===== config.mk =====
export PLATFORM = sky130hd
export DESIGN_NAME = lsu_mem_master
export DESIGN_NICKNAME = d
export VERILOG_FILES = /design/src/rtl/lsu_mem_master.sv
export SDC_FILE = /design/constraint.sdc
export NUM_CORES = 1
export LEC_CHECK = 0
export ABC_AREA = 0
export BUFFER_PORTS_ARGS = -buffer_cell sky130_fd_sc_hd__buf_2
export CAP_MARGIN = 25
export CORE_MARGIN = 4
export CORE_UTILIZATION = 40
export DETAILED_ROUTE_END_ITERATION = 8
export PLACE_DENSITY = 0.7
export SLEW_MARGIN = 30
export SYNTH_ARGS = -nofsm -noshare
export SYNTH_HDL_FRONTEND = slang
export SYNTH_SLANG_ARGS = --single-unit

===== constraint.sdc =====
create_clock -name clk -period 2.1 [get_ports clk]
set_clock_uncertainty 0.15 [all_clocks]
set_input_delay 0.21 -clock clk [delete_from_list [all_inputs] [get_ports clk]]
set_output_delay 0.21 -clock clk [all_outputs]
set_load 0.02 [all_outputs]

===== src/rtl/lsu_mem_master.sv =====
// lsu_mem_master: single-outstanding load/store initiator for the data memory.
// Ports: req_* pipeline handshake in, resp_* result pulse out, mem_* memory side.
module lsu_mem_master #(
    parameter int unsigned TIMEOUT_CYCLES = 16
) (
    input  logic        clk,
    input  logic        reset,
    input  logic        req_valid,
    output logic        req_ready,
    input  logic        req_write,
    input  logic [31:0] req_addr,
    input  logic [31:0] req_wdata,
    input  logic [1:0]  req_size,
    input  logic        req_signed,
    output logic        resp_valid,
    output logic [31:0] resp_rdata,
    output logic        resp_err,
    output logic [31:0] mem_addr,
    output logic [31:0] mem_write_data,
    output logic        mem_memwrite,
    output logic        mem_memread,
    output logic [3:0]  mem_sign_mask,
    input  logic [31:0] mem_read_data,
    input  logic        mem_clk_stall
);

    localparam int unsigned CW = $clog2(TIMEOUT_CYCLES + 1);

    typedef enum logic [1:0] {
        S_IDLE,
        S_ISSUE,
        S_WAIT,
        S_RESP
    } state_t;

    state_t state_q, state_d;

    logic [31:0]   addr_q, addr_d;
    logic [31:0]   wdata_q, wdata_d;
    logic          memwrite_q, memwrite_d;
    logic          memread_q, memread_d;
    logic [3:0]    mask_q, mask_d;
    logic          rvalid_q, rvalid_d;
    logic [31:0]   rdata_q, rdata_d;
    logic          rerr_q, rerr_d;
    logic [CW-1:0] cnt_q, cnt_d;
    logic          stall_seen_q, stall_seen_d;
    logic          load_q, load_d;

    logic          accept;
    logic          misalign;
    logic [2:0]    size_mask;
    logic [CW-1:0] cnt_inc;

    assign req_ready = (state_q == S_IDLE) && !mem_clk_stall && !reset;
    assign accept    = req_valid && req_ready;
    assign cnt_inc   = cnt_q + CW'(1);

    always_comb begin
        misalign = (req_size == 2'd3)
                || ((req_size == 2'd1) && req_addr[0])
                || ((req_size == 2'd2) && (req_addr[1:0] != 2'b00));
        size_mask = 3'b000;
        unique case (req_size)
            2'd0:    size_mask = 3'b001;
            2'd1:    size_mask = 3'b011;
            2'd2:    size_mask = 3'b111;
            default: size_mask = 3'b000;
        endcase
    end

    always_comb begin
        state_d      = state_q;
        addr_d       = addr_q;
        wdata_d      = wdata_q;
        memwrite_d   = memwrite_q;
        memread_d    = memread_q;
        mask_d       = mask_q;
        rvalid_d     = 1'b0;
        rdata_d      = 32'h0;
        rerr_d       = 1'b0;
        cnt_d        = cnt_q;
        stall_seen_d = stall_seen_q;
        load_d       = load_q;
        unique case (state_q)
            S_IDLE: begin
                if (accept) begin
                    if (misalign) begin
                        state_d = S_RESP;
                    end else begin
                        addr_d     = req_addr;
                        mask_d     = {req_signed & ~req_write, size_mask};
                        memread_d  = ~req_write;
                        memwrite_d = req_write;
                        load_d     = ~req_write;
                        wdata_d    = req_write ? req_wdata : 32'h0;
                        state_d    = S_ISSUE;
                    end
                end
            end
            S_ISSUE: begin
                memread_d    = 1'b0;
                memwrite_d   = 1'b0;
                cnt_d        = '0;
                stall_seen_d = 1'b0;
                state_d      = S_WAIT;
            end
            S_WAIT: begin
                cnt_d        = cnt_inc;
                stall_seen_d = stall_seen_q | mem_clk_stall;
                // Completion is the falling edge of stall after we saw it rise.
                if (stall_seen_q && !mem_clk_stall) begin
                    rvalid_d = 1'b1;
                    rdata_d  = load_q ? mem_read_data : 32'h0;
                    state_d  = S_IDLE;
                end else if (cnt_inc == CW'(TIMEOUT_CYCLES)) begin
                    rvalid_d = 1'b1;
                    rerr_d   = 1'b1;
                    state_d  = S_IDLE;
                end
            end
            S_RESP: begin
                rvalid_d = 1'b1;
                rerr_d   = 1'b1;
                state_d  = S_IDLE;
            end
        endcase
    end

    always_ff @(posedge clk) begin
        if (reset) begin
            state_q      <= S_IDLE;
            addr_q       <= 32'h0;
            wdata_q      <= 32'h0;
            memwrite_q   <= 1'b0;
            memread_q    <= 1'b0;
            mask_q       <= 4'h0;
            rvalid_q     <= 1'b0;
            rdata_q      <= 32'h0;
            rerr_q       <= 1'b0;
            cnt_q        <= '0;
            stall_seen_q <= 1'b0;
            load_q       <= 1'b0;
        end else begin
            state_q      <= state_d;
            addr_q       <= addr_d;
            wdata_q      <= wdata_d;
            memwrite_q   <= memwrite_d;
            memread_q    <= memread_d;
            mask_q       <= mask_d;
            rvalid_q     <= rvalid_d;
            rdata_q      <= rdata_d;
            rerr_q       <= rerr_d;
            cnt_q        <= cnt_d;
            stall_seen_q <= stall_seen_d;
            load_q       <= load_d;
        end
    end

    assign mem_addr       = addr_q;
    assign mem_write_data = wdata_q;
    assign mem_memwrite   = memwrite_q;
    assign mem_memread    = memread_q;
    assign mem_sign_mask  = mask_q;
    assign resp_valid     = rvalid_q;
    assign resp_rdata     = rdata_q;
    assign resp_err       = rerr_q;

endmodule


======== Word level (Yosys, flattened, before mapping) ========
Cells that the tools add are included.
cells by class
  multiplexer cells ....................... 20
  reduce and logical (&&, ||, !) cells .... 19
  bitwise logic cells ..................... 7
  add/subtract/negate cells ............... 1
  eq/ne operators ......................... 10
operators by type and width
  cell                                                             number
  32-bit 2-to-1 mux                                                1
  1-bit one-hot mux with 2 select lines                            5
  5-bit one-hot mux with 2 select lines                            1
  3-bit one-hot mux with 3 select lines                            1
  2-bit == test, second input constant                             4
  2-bit 2-to-1 mux                                                 4
  2-bit one-hot mux with 4 select lines                            1
  1-bit 2-to-1 mux                                                 7
  1-bit logical AND                                                6
  3-bit AND reduction                                              2
  2-bit nonzero test                                               3
  5-bit by 1-bit adder with 5-bit output, second input constant    1
  5-bit == test, second input constant                             1
  1-bit NOT                                                        5
  2-bit by 1-bit == test with 1-bit output, second input constant  2
  2-bit zero test                                                  2
  2-bit != test, second input constant                             2
  4-bit OR reduction                                               1
  3-bit != test, second input constant                             1
  1-bit zero test                                                  2
  1-bit logical OR                                                 2
  2-bit AND reduction                                              1
  1-bit bitwise AND                                                1
  1-bit OR                                                         1
word-level totals
  output and inout bits ................... 105
  register bits ........................... 113
  word-level logic and storage cells ...... 69
  input bits .............................. 104

======== Depth between registers and ports, before layout ========
Gate-level depths: netlist of the first run.
  depth in word-level cells ............... 7
  depth in mapped cells ................... 8

======== Least setup slack after synthesis of the first run ========
Ideal clock, no wire load.
  path kind ............................... reg-to-reg
  from .................................... register state_q[0]
  to ...................................... register memread_q, in the netlist mem_memread
  period minus slack after synthesis ...... 1.807 ns
  cell stages (with the launch flop) ...... 9
  setup slack ............................. 0.293 ns
  data arrival time ....................... 1.524 ns
  library setup time ...................... 0.132 ns
  path through ............................ dfxtp_1 -> inv_1 -> ha_1 -> nand4bb_1 -> a211o_1 -> buf_2 -> clkbuf_1 -> nand3_1 -> a21oi_1
on the way
  longest elaborated chain between the ends .. 6
  elaborated cells on any way between the ends .. 10
  classes of those cells .................. eq/ne (3); mux (1); reduce/logical (6)
ends and longest elaborated chain
  what                            line    source
  from (decl)                     36      state_t state_q, state_d;
  from (signal assigned)          145     state_q <= state_d;
  2-bit zero test                 55, 85
  1-bit logical AND (2 in a row)  55      assign req_ready = (state_q == S_IDLE) && !mem_clk_stall && !reset;
  1-bit logical AND               56      assign accept = req_valid && req_ready;
  2-bit != test (no line)         -
  3-bit AND reduction (no line)   -
  to (signal assigned)            149     memread_q <= memread_d;
  to (decl)                       41      logic memread_q, memread_d;
Parallel ways exist; a longest one is shown, timed or not.
A chain may end at the register's enable or synchronous reset.

======== Worst setup path after layout of the first run ========
  from .................................... input port req_size[0]
  to ...................................... register addr_q[29], in the netlist mem_addr[29]
on the way
  longest elaborated chain between the ends .. 6
  elaborated cells on any way between the ends .. 9
  classes of those cells .................. eq/ne (3); bitwise (1); reduce/logical (5)
ends and longest elaborated chain
  what                                      line  source
  from (decl)                               13    input logic [1:0] req_size,
  2-bit by 1-bit == test with 1-bit output  61    || ((req_size == 2'd1) && req_addr[0])
  1-bit logical AND                         61
  1-bit logical OR                          61
  1-bit logical OR (*)                      62    || ((req_size == 2'd2) && (req_addr[1:0] != 2'b00));
  1-bit NOT (no line) (*)                   -
  3-bit AND reduction (no line) (*)         -
  to (signal assigned)                      146   addr_q <= addr_d;
  to (decl)                                 38    logic [31:0] addr_q, addr_d;
Every way passes the cells marked *; elsewhere a longest branch is shown, timed or not.

==> results.sh, run 1 <==
export IMPL_worst_slew_pin_slew_ns=0.846
export IMPL_fmaxAchievable_mhz=488
export IMPL_crit_required_ns=2.37
export IMPL_synthDistinctLibCells=30
export IMPL_synthCells=459
export IMPL_grt_first_pass_wirelength_um=20900
export IMPL_io_pins=209
export IMPL_holdCritPathClass="input pin to flip-flop"
export IMPL_ys_flop_type="dfxtp_1"
export IMPL_drtIter0Drc=232
export IMPL_switching_share=0.261
export IMPL_cellPowerDensity_nw_per_um2=866
export IMPL_start_util=0.413
export IMPL_grt_pass1_vias=4506
export IMPL_die_y_um=108
export IMPL_layout_nets=876
export IMPL_die_w_um=108
export IMPL_place_gp_congestion=0.811
export IMPL_r2r_worst_path_cells=7
export IMPL_max_slew_margin_rel=0.436
export IMPL_ys_seq_area_frac=0.561
export IMPL_hold_violations=0
export IMPL_synth_edff_count=0
export IMPL_async_reset_ff_frac=0
export IMPL_fin_crit_sh=0.977
export IMPL_p_sw_uw=1540
export IMPL_drt_total_wl_um=13400
export IMPL_antenna_found_initial=0
export IMPL_min_period_ns=2.05
export IMPL_synthTopCellsByArea="dfxtp_1 (56%), nand2_1 (9.5%), a21oi_1 (9.2%)"
export IMPL_dpl_cell_area_um2=5200
export IMPL_die_area_um2=11800
export IMPL_ys_warn_count=0
export IMPL_design_core_area_um2=9770
export IMPL_clk_pin_slew_ns=0.06
export IMPL_grt_overflow=0
export IMPL_ant_nets=0
export IMPL_p_int_uw=4350
export IMPL_viasPerCell=4.81
export IMPL_seqPwrFrac=0.382
export IMPL_hold_path_cell_count=3
export IMPL_tritoncts="yes"
export IMPL_cp_arrival_ns=2.32
export IMPL_pwr_share_comb=0.145
export IMPL_total_power_uw=5890
export IMPL_rows=36
export IMPL_start_kind="input pin"
export IMPL_worstPathMaxFanout=22
export IMPL_grt_max_degree=83
export IMPL_p_leak_uw=0.00309
export IMPL_end_kind="flip-flop"
export IMPL_setup_tns_ns=0
export IMPL_dp_hpwl_um=7720
export IMPL_grt_use_total=0.226
export IMPL_syn_area_per_cell_um2=8.79
export IMPL_fin_area_um2=6810
export IMPL_setup_viol=0
export IMPL_slew_viol_final=0
export IMPL_remaining_drc_errors=0
export IMPL_fin_util=0.696
export IMPL_num_vias=4370
export IMPL_areaGrowthSynthToFinish_pct=68.8
export IMPL_clockBufferDepth=2
export IMPL_port_buffers=208
export IMPL_avgRoutedWirePerCell_um=14.8
export IMPL_yosysTopAreaCellShare=0.561
export IMPL_layout_drive_gt1_share=0.328
export IMPL_critical_path_class="input pin to flip-flop"
export IMPL_fill_cells=729
export IMPL_yosysTopAreaCell="dfxtp_1"
export IMPL_cap_viol_max_count=0
export IMPL_cts_max_level=4
export IMPL_worstSkewPairLatency_ns=0.50
export IMPL_rsz0062_at_grt="true"
export IMPL_mappedNetlistNets=573
export IMPL_synthesis_area_um2=4030
export IMPL_clock_sinks=113
export IMPL_status="complete, no violations"
export IMPL_dr_pass1_iters=5
export IMPL_numCtsBuffers=17
export IMPL_cts_root_buffer="clkbuf_8"
export IMPL_synth_seq_cells=113
export IMPL_power_frac_clock=0.472
export IMPL_irDropWorstVdd_uv=700
-- per-layer routing --
layer,up-vias,track usage,share of wire
met1,2021,0.233,0.38
met2,179,0.407,0.52
li1,2136,-,-
met5,-,0,0
met3,34,0.0788,0.073
met4,0,0.107,0.026
-- path summary, 6_finish.rpt --
check	slack (ns)	end	from
max reg2reg	0.09	mem_addr[29]	state_q[0]
min reg2reg	0.30	mem_write_data[14]	mem_write_data[14]
max	0.05	mem_addr[29]	req_size[0]
min	0.12	mem_write_data[13]	req_write
-- sequential cells by signal (all words and copies together), names as in the netlist, 2 cells and up --
name / cells
mem_addr: 32
state_q: 2
mem_sign_mask: 4
resp_rdata: 32
mem_write_data: 32
cnt_q: 5
-- power groups by stage --
stage | logic [uW] | registers, uW | clock network (uW)
final | 858 | 2250 | 2780
after global routing | 933 | 2260 | 2940
after CTS | 841 | 2250 | 2820
after detailed placement | 692 | 2300 | 0
after global placement | 675 | 2300 | 0
after floorplan | 380 | 2350 | 0
-- kinds of logic (layout without fill, tap and decap cells) --
kind of cell | count (synthesis) | count (layout) | synth area share
adder cells (fa/ha/maj) | 10 | 10 | 0.0310
multiplexers | 1 | 1 | 0.00248
AO/OA/AOI/OAI | 93 | 93 | 0.129
other | 0 | 1 | 0
buffers and inverters | 39 | 355 | 0.0388
AND/OR/NAND/NOR | 203 | 203 | 0.238
flip-flops | 113 | 113 | 0.561
-- synthesized netlist by cell type, types with 3 or more instances --
cell type and n:
a211oi_1 3, a21oi_1 74, and2_1 34, buf_2 8, clkbuf_1 25, dfxtp_1 113
ha_1 10, inv_1 6, nand2_1 102, nand2b_1 6, nand3_1 38, nand3b_1 4
nor2_1 10, o21ai_0 5
-- repair_timing --
item | CTS | global route
endpoints found under the setup margin | 0 | 16
setup buffers | 0 | 0
resized for setup | 0 | 2
hold endpoints to repair | 100 | 0
hold buffers | 101 | 0
-- critical path, cell delays in order --
cell           delay, ns
dlygate4sd3_1       0.54
buf_2               0.15
inv_1               0.05
ha_1                0.21
or2_4               0.28
a211oi_4            0.32
buf_4               0.31
nand2_1             0.11
a21oi_1             0.14
-- layout by cell type (no fill, tap or decap), types with 2 or more instances in the layout --
cell	instances
nand3_1	38
and3_1	2
nor3b_1	2
inv_1	6
clkinv_4	5
clkbuf_16	16
ha_1	10
buf_4	6
clkbuf_8	2
dlygate4sd3_1	101
and2_1	34
nand2b_1	6
bufinv_16	2
dfxtp_1	113
a21oi_1	72
inv_6	2
clkinvlp_4	5
a22oi_1	2
buf_2	208
buf_12	2
nand2_1	102
a21oi_2	2
o21ai_0	5
nand3b_1	4
a21o_1	2
nor2_1	10
a211oi_1	3
-- through the flow --
| step | setup WS [ns] | hold slack (ns) | cells |
|---|---|---|---|
| after floorplan | 0.293 | 0.182 | 459 |
| after global routing | -0.0214 | 0.134 | 908 |
| after global placement | 0.192 | 0.259 | 775 |
| after CTS | 0.0843 | 0.0960 | 908 |
| final | 0.0488 | 0.123 | 909 |
| after detailed placement | 0.119 | 0.262 | 775 |
-- cell type report --
class                   instances  area (um2)  area share
flip-flops and latches        113        2260       0.332
repair buffers                317        2140       0.314
multi-input cells             307        1630       0.239
clock buffers                  18         428      0.0629
well taps                     133         166      0.0245
clock inverters                14         159      0.0233
inverters                       6        22.5     0.00331
diodes                          1        2.50    0.000368
(Power assumes the default switching activity.)
==> run 2, diff against run 1 <==
--- a/config.mk
+++ b/config.mk
@@ -8,7 +8,6 @@
 export ABC_AREA = 0
 export BUFFER_PORTS_ARGS = -buffer_cell sky130_fd_sc_hd__buf_2
 export CAP_MARGIN = 25
-export CORE_MARGIN = 4
 export CORE_UTILIZATION = 40
 export DETAILED_ROUTE_END_ITERATION = 8
 export PLACE_DENSITY = 0.7
==> results.sh, run 2 (synthesis results as in run 1) <==
export IMPL_cap_viol_max_count=0
export IMPL_place_gp_congestion=0.852
export IMPL_areaGrowthSynthToFinish_pct=70.1
export IMPL_r2r_start="state_q[1]"
export IMPL_r2r_worst_path_cells=8
export IMPL_worstPathMaxFanout=11
export IMPL_port_buffers=208
export IMPL_crit_required_ns=2.35
export IMPL_design_core_area_um2=9770
export IMPL_final_cell_mix="buf_2 (207), dfxtp_1 (112), nand2_1 (102), dlygate4sd3_1 (101), a21oi_1 (73)"
export IMPL_cts_root_buffer="clkbuf_8"
export IMPL_fin_area_um2=6860
export IMPL_rows=36
export IMPL_cp_arrival_ns=2.34
export IMPL_crit_chain="dlygate4sd3_1 -> buf_2 -> inv_1 -> ha_2 -> or2_4 -> a211oi_4 -> buf_6 -> buf_8 -> nand3_1 -> a21oi_1"
export IMPL_cts_max_level=4
export IMPL_slowest_delay_ns=0.53
export IMPL_clockBufferDepth=2
export IMPL_avgRoutedWirePerCell_um=13.4
export IMPL_num_vias=4333
export IMPL_grt_use_total=0.227
export IMPL_cellPowerDensity_nw_per_um2=859
export IMPL_drt_total_wl_um=12300
export IMPL_min_from="req_write"
export IMPL_tritoncts="yes"
export IMPL_dpl_cell_area_um2=5190
export IMPL_hold_path_cell_count=3
export IMPL_regArea_um2=2260
export IMPL_grt_first_pass_wirelength_um=18400
export IMPL_min_period_ns=2.08
export IMPL_worst_slew_pin_slew_ns=0.876
export IMPL_status="complete, no violations"
export IMPL_holdCritPathClass="input pin to flip-flop"
export IMPL_die_area_um2=10500
export IMPL_die_y_um=102
export IMPL_slew_viol_final=0
export IMPL_critPathSlowestCell="dlygate4sd3_1"
export IMPL_remaining_drc_errors=0
export IMPL_start_util=0.413
export IMPL_ant_nets=0
export IMPL_dp_cells=777
export IMPL_dp_hpwl_um=7170
export IMPL_worstSkewPairLatency_ns=0.49
export IMPL_viasPerCell=4.75
export IMPL_io_pins=209
export IMPL_grt_overflow=0
export IMPL_critical_path_depth=10
export IMPL_fin_crit_sh=0.993
export IMPL_antenna_cells=0
export IMPL_irDropWorstVdd_uv=773
export IMPL_critical_path_class="input pin to flip-flop"
export IMPL_clock_sinks=113
export IMPL_fin_util=0.702
export IMPL_hold_violations=0
export IMPL_stdcell_count=913
export IMPL_reg2reg_setup_slack_ns=0.11
export IMPL_drtIter0Drc=146
export IMPL_layout_drive_gt1_share=0.336
export IMPL_numCtsBuffers=17
export IMPL_end_kind="flip-flop"
export IMPL_grt_max_degree=85
export IMPL_grt_pass1_vias=4182
export IMPL_max_slew_margin_rel=0.416
export IMPL_clk_pin_slew_ns=0.06
export IMPL_holdPathEnd="mem_write_data[3]"
export IMPL_die_w_um=102
export IMPL_dr_pass1_iters=5
export IMPL_cp_top_family="buffers and inverters"
export IMPL_start_kind="input pin"
export IMPL_r2r_end="mem_write_data[27]"
export IMPL_antenna_found_initial=0
export IMPL_p_leak_uw=0.00312
export IMPL_layout_nets=881
export IMPL_fill_cells=721
export IMPL_setup_viol=0
export IMPL_layout_commonest_cell="buf_2"
export IMPL_crit_buf_inv=5
export IMPL_multi_input_comb_area_um2=1630
export IMPL_fmaxAchievable_mhz=480
## run 2: cell count changes in the layout (fill, tap and decap cells not counted), sizes merged
cell / previous run / this run
diode: 1 / 0
clkbuf: 18 / 19
buf: 216 / 220
inv: 8 / 9
clkinvlp: 5 / 4
## run 2: how the worst max path moves through the flow
stage / startpoint / to / slack, ns
final: req_size[0] / mem_write_data[27] / 0.02
after floorplan: state_q[0] / mem_memread / 0.29
after global routing: req_size[0] / mem_write_data[27] / -0.003
after CTS: state_q[1] / req_ready / 0.05
after global placement: req_size[0] / mem_memread / 0.14
after detailed placement: req_size[0] / mem_write_data[9] / 0.08
## run 2: routing by layer
layer | part of all wire | global-route usage | vias to the layer above | wire length (um)
met2 | 0.51 | 0.409 | 162 | 6310
met3 | 0.062 | 0.0718 | 27 | 758
met4 | 0.025 | 0.103 | 0 | 312
met1 | 0.40 | 0.240 | 1998 | 4900
li1 | - | - | 2146 | -
met5 | 0 | 0 | - | 0
## run 2: power by group
part	switching, uW	leakage, uW	internal [uW]
sequential	43.2	0.000913	2210
clock	1020	0.000274	1730
combinational	454	0.00193	424
## run 2: worst reg2reg max path, stage by stage, from the launching register on
cell and delay (ns):
dfxtp_2 0.34, inv_1 0.10, ha_1 0.18, nand4bb_1 0.23, a211oi_4 0.29, buf_6 0.16
buf_8 0.13, nand3_1 0.11, a21oi_1 0.22
## run 2: timing repair
action,4_1_cts,5_1_grt
setup buffers,0,2
hold endpoints to repair,100,0
setup endpoints to repair,0,27
hold buffers,101,0
gates resized for setup,0,12
## run 2: through the flow
stage	hold WS [ns]	setup slack [ns]	TNS [ns]	total power [uW]
5_1_grt	0.131	-0.00275	-0.00331	6150
6_report	0.124	0.0153	0	5890
2_1_floorplan	0.182	0.293	0	2730
3_3_place_gp	0.258	0.141	0	2970
4_1_cts	0.0985	0.0473	0	5910
3_5_place_dp	0.261	0.0830	0	2990
## run 2: layout make-up
| cell class | instances | share of cell area |
|---|---|---|
| timing repair buffer | 322 | 0.320 |
| sequential | 113 | 0.330 |
| clock inverter | 14 | 0.0228 |
| inverter | 6 | 0.00328 |
| tap | 133 | 0.0243 |
| clock buffer | 18 | 0.0624 |
| multi-input combinational | 307 | 0.238 |
==> run 3, diff against run 2 <==
--- a/config.mk
+++ b/config.mk
@@ -8,9 +8,10 @@
 export ABC_AREA = 0
 export BUFFER_PORTS_ARGS = -buffer_cell sky130_fd_sc_hd__buf_2
 export CAP_MARGIN = 25
-export CORE_UTILIZATION = 40
+export CORE_UTILIZATION = 32
 export DETAILED_ROUTE_END_ITERATION = 8
-export PLACE_DENSITY = 0.7
+export GPL_TIMING_DRIVEN = 0
+export PLACE_DENSITY = 0.58
 export SLEW_MARGIN = 30
 export SYNTH_ARGS = -nofsm -noshare
 export SYNTH_HDL_FRONTEND = slang
==> results.sh, run 3 (synthesis results as in run 1) <==
export IMPL_viasPerCell=4.45
export IMPL_hold_violations=0
export IMPL_end_kind="flip-flop"
export IMPL_cellPowerDensity_nw_per_um2=840
export IMPL_r2r_worst_path_cells=8
export IMPL_fin_crit_sh=0.946
export IMPL_remaining_drc_errors=0
export IMPL_rows=40
export IMPL_die_area_um2=13100
export IMPL_layout_nets=898
export IMPL_dr_pass1_iters=5
export IMPL_avgRoutedWirePerCell_um=13.0
export IMPL_layout_commonest_cell="buf_2"
export IMPL_drt_total_wl_um=12500
export IMPL_io_pins=209
export IMPL_grt_overflow=0
export IMPL_worstSkewPairLatency_ns=0.40
export IMPL_areaGrowthSynthToFinish_pct=70.7
export IMPL_clk_pin_slew_ns=0.05
export IMPL_tritoncts="yes"
export IMPL_status="complete, no violations"
export IMPL_port_buffers=207
export IMPL_start_util=0.332
export IMPL_holdPathEnd="mem_sign_mask[0]"
export IMPL_place_gp_congestion=0.772
export IMPL_crit_required_ns=2.28
export IMPL_drtIter0Drc=202
export IMPL_die_w_um=114
export IMPL_start_kind="flip-flop"
export IMPL_ant_nets=0
export IMPL_stdcell_count=966
export IMPL_multi_input_comb_area_um2=1650
export IMPL_hold_path_cell_count=3
export IMPL_slew_viol_final=0
export IMPL_worst_slew_pin_slew_ns=0.534
export IMPL_setup_viol=0
export IMPL_clock_sinks=113
export IMPL_worstPathMaxFanout=10
export IMPL_min_period_ns=1.99
export IMPL_fmaxAchievable_mhz=504
export IMPL_cts_max_level=4
export IMPL_holdCritPathClass="input pin to flip-flop"
export IMPL_min_from="req_size[1]"
export IMPL_grt_use_total=0.195
export IMPL_layout_drive_gt1_share=0.324
export IMPL_clockBufferDepth=2
export IMPL_grt_pass1_vias=4237
export IMPL_critical_path_class="flip-flop to flip-flop"
export IMPL_r2r_start="state_q[0]"
export IMPL_p_leak_uw=0.00313
export IMPL_irDropWorstVdd_uv=506
export IMPL_regArea_um2=2260
export IMPL_num_vias=4301
export IMPL_dp_hpwl_um=8340
export IMPL_final_cell_mix="buf_2 (216), dfxtp_1 (113), nand2_1 (102), dlygate4sd3_1 (98), a21oi_1 (74)"
export IMPL_max_slew_margin_rel=0.644
export IMPL_grt_first_pass_wirelength_um=19700
export IMPL_fill_cells=1101
export IMPL_die_y_um=114
export IMPL_dp_cells=834
export IMPL_cap_viol_max_count=0
export IMPL_reg2reg_setup_slack_ns=0.11
export IMPL_holdWs_ns=0.0213
export IMPL_cp_arrival_ns=2.16
export IMPL_antenna_found_initial=2
export IMPL_cts_root_buffer="clkbuf_16"
export IMPL_r2r_end="mem_write_data[23]"
export IMPL_grt_max_degree=17
export IMPL_design_core_area_um2=12200
export IMPL_numCtsBuffers=17
[run 3: area by class of cell]
class / instances / share of cell area
antenna: 2 / 0.000727
buffer: 32 / 0.0218
clock buffer: 25 / 0.0720
clock inverter: 6 / 0.00800
inverter: 6 / 0.00327
multi-input combinational: 307 / 0.240
sequential: 113 / 0.329
tap: 168 / 0.0305
timing repair buffer: 307 / 0.295
[run 3: metrics by stage]
step	TNS, ns	setup slack (ns)	instance area [um2]	utilization	power [uW]
floorplan	0	0.293	4030	-	2730
global placement	-8.76	-0.167	5280	0.434	2980
detailed placement	-12.08	-0.200	5280	0.434	2990
finish	0	0.114	6880	0.566	5780
CTS	0	0.0329	6850	0.564	5830
global route	-0.000941	-0.000941	6880	0.566	6070
[run 3: worst max path at each step]
stage                    start  slack (ns)                  to  depth (start not counted)
floorplan           state_q[0]        0.29         mem_memread                          8
global placement    state_q[0]       -0.17              load_q                          8
detailed placement  state_q[0]       -0.20        mem_addr[30]                          8
CTS                 state_q[0]        0.03      resp_rdata[29]                          7
global route        state_q[0]     -0.0009  mem_write_data[27]                          8
finish              state_q[0]        0.11  mem_write_data[23]                          8
[run 3: critical path, cell delays in order, from the launching register on]
cell and delay, ns:
dfxtp_1 0.33, inv_1 0.17, ha_4 0.20, nand4bb_4 0.16, a211oi_4 0.24, buf_4 0.17, buf_2 0.21, nand3_1 0.10
a21oi_1 0.18
[run 3: per-layer routing]
| metal | up-vias | GRT usage | part of all wire |
|---|---|---|---|
| li1 | 2179 | - | - |
| met1 | 1929 | 0.224 | 0.43 |
| met2 | 170 | 0.327 | 0.48 |
| met3 | 23 | 0.0667 | 0.071 |
| met4 | 0 | 0.0892 | 0.019 |
| met5 | - | 0 | 0 |
[run 3: report_power, final]
part / switching [uW] / total [uW] / internal [uW]
Combinational: 468 / 888 / 420
Clock: 907 / 2640 / 1730
Sequential: 41.3 / 2260 / 2220
Total: 1420 / 5780 / 4370
[run 3: timing repair]
item	4_1_cts	5_1_grt
hold buffers	98	0
pin swaps	1	0
gates resized for setup	7	19
hold endpoints to repair	98	0
setup endpoints to repair	101	99
setup buffers	2	0
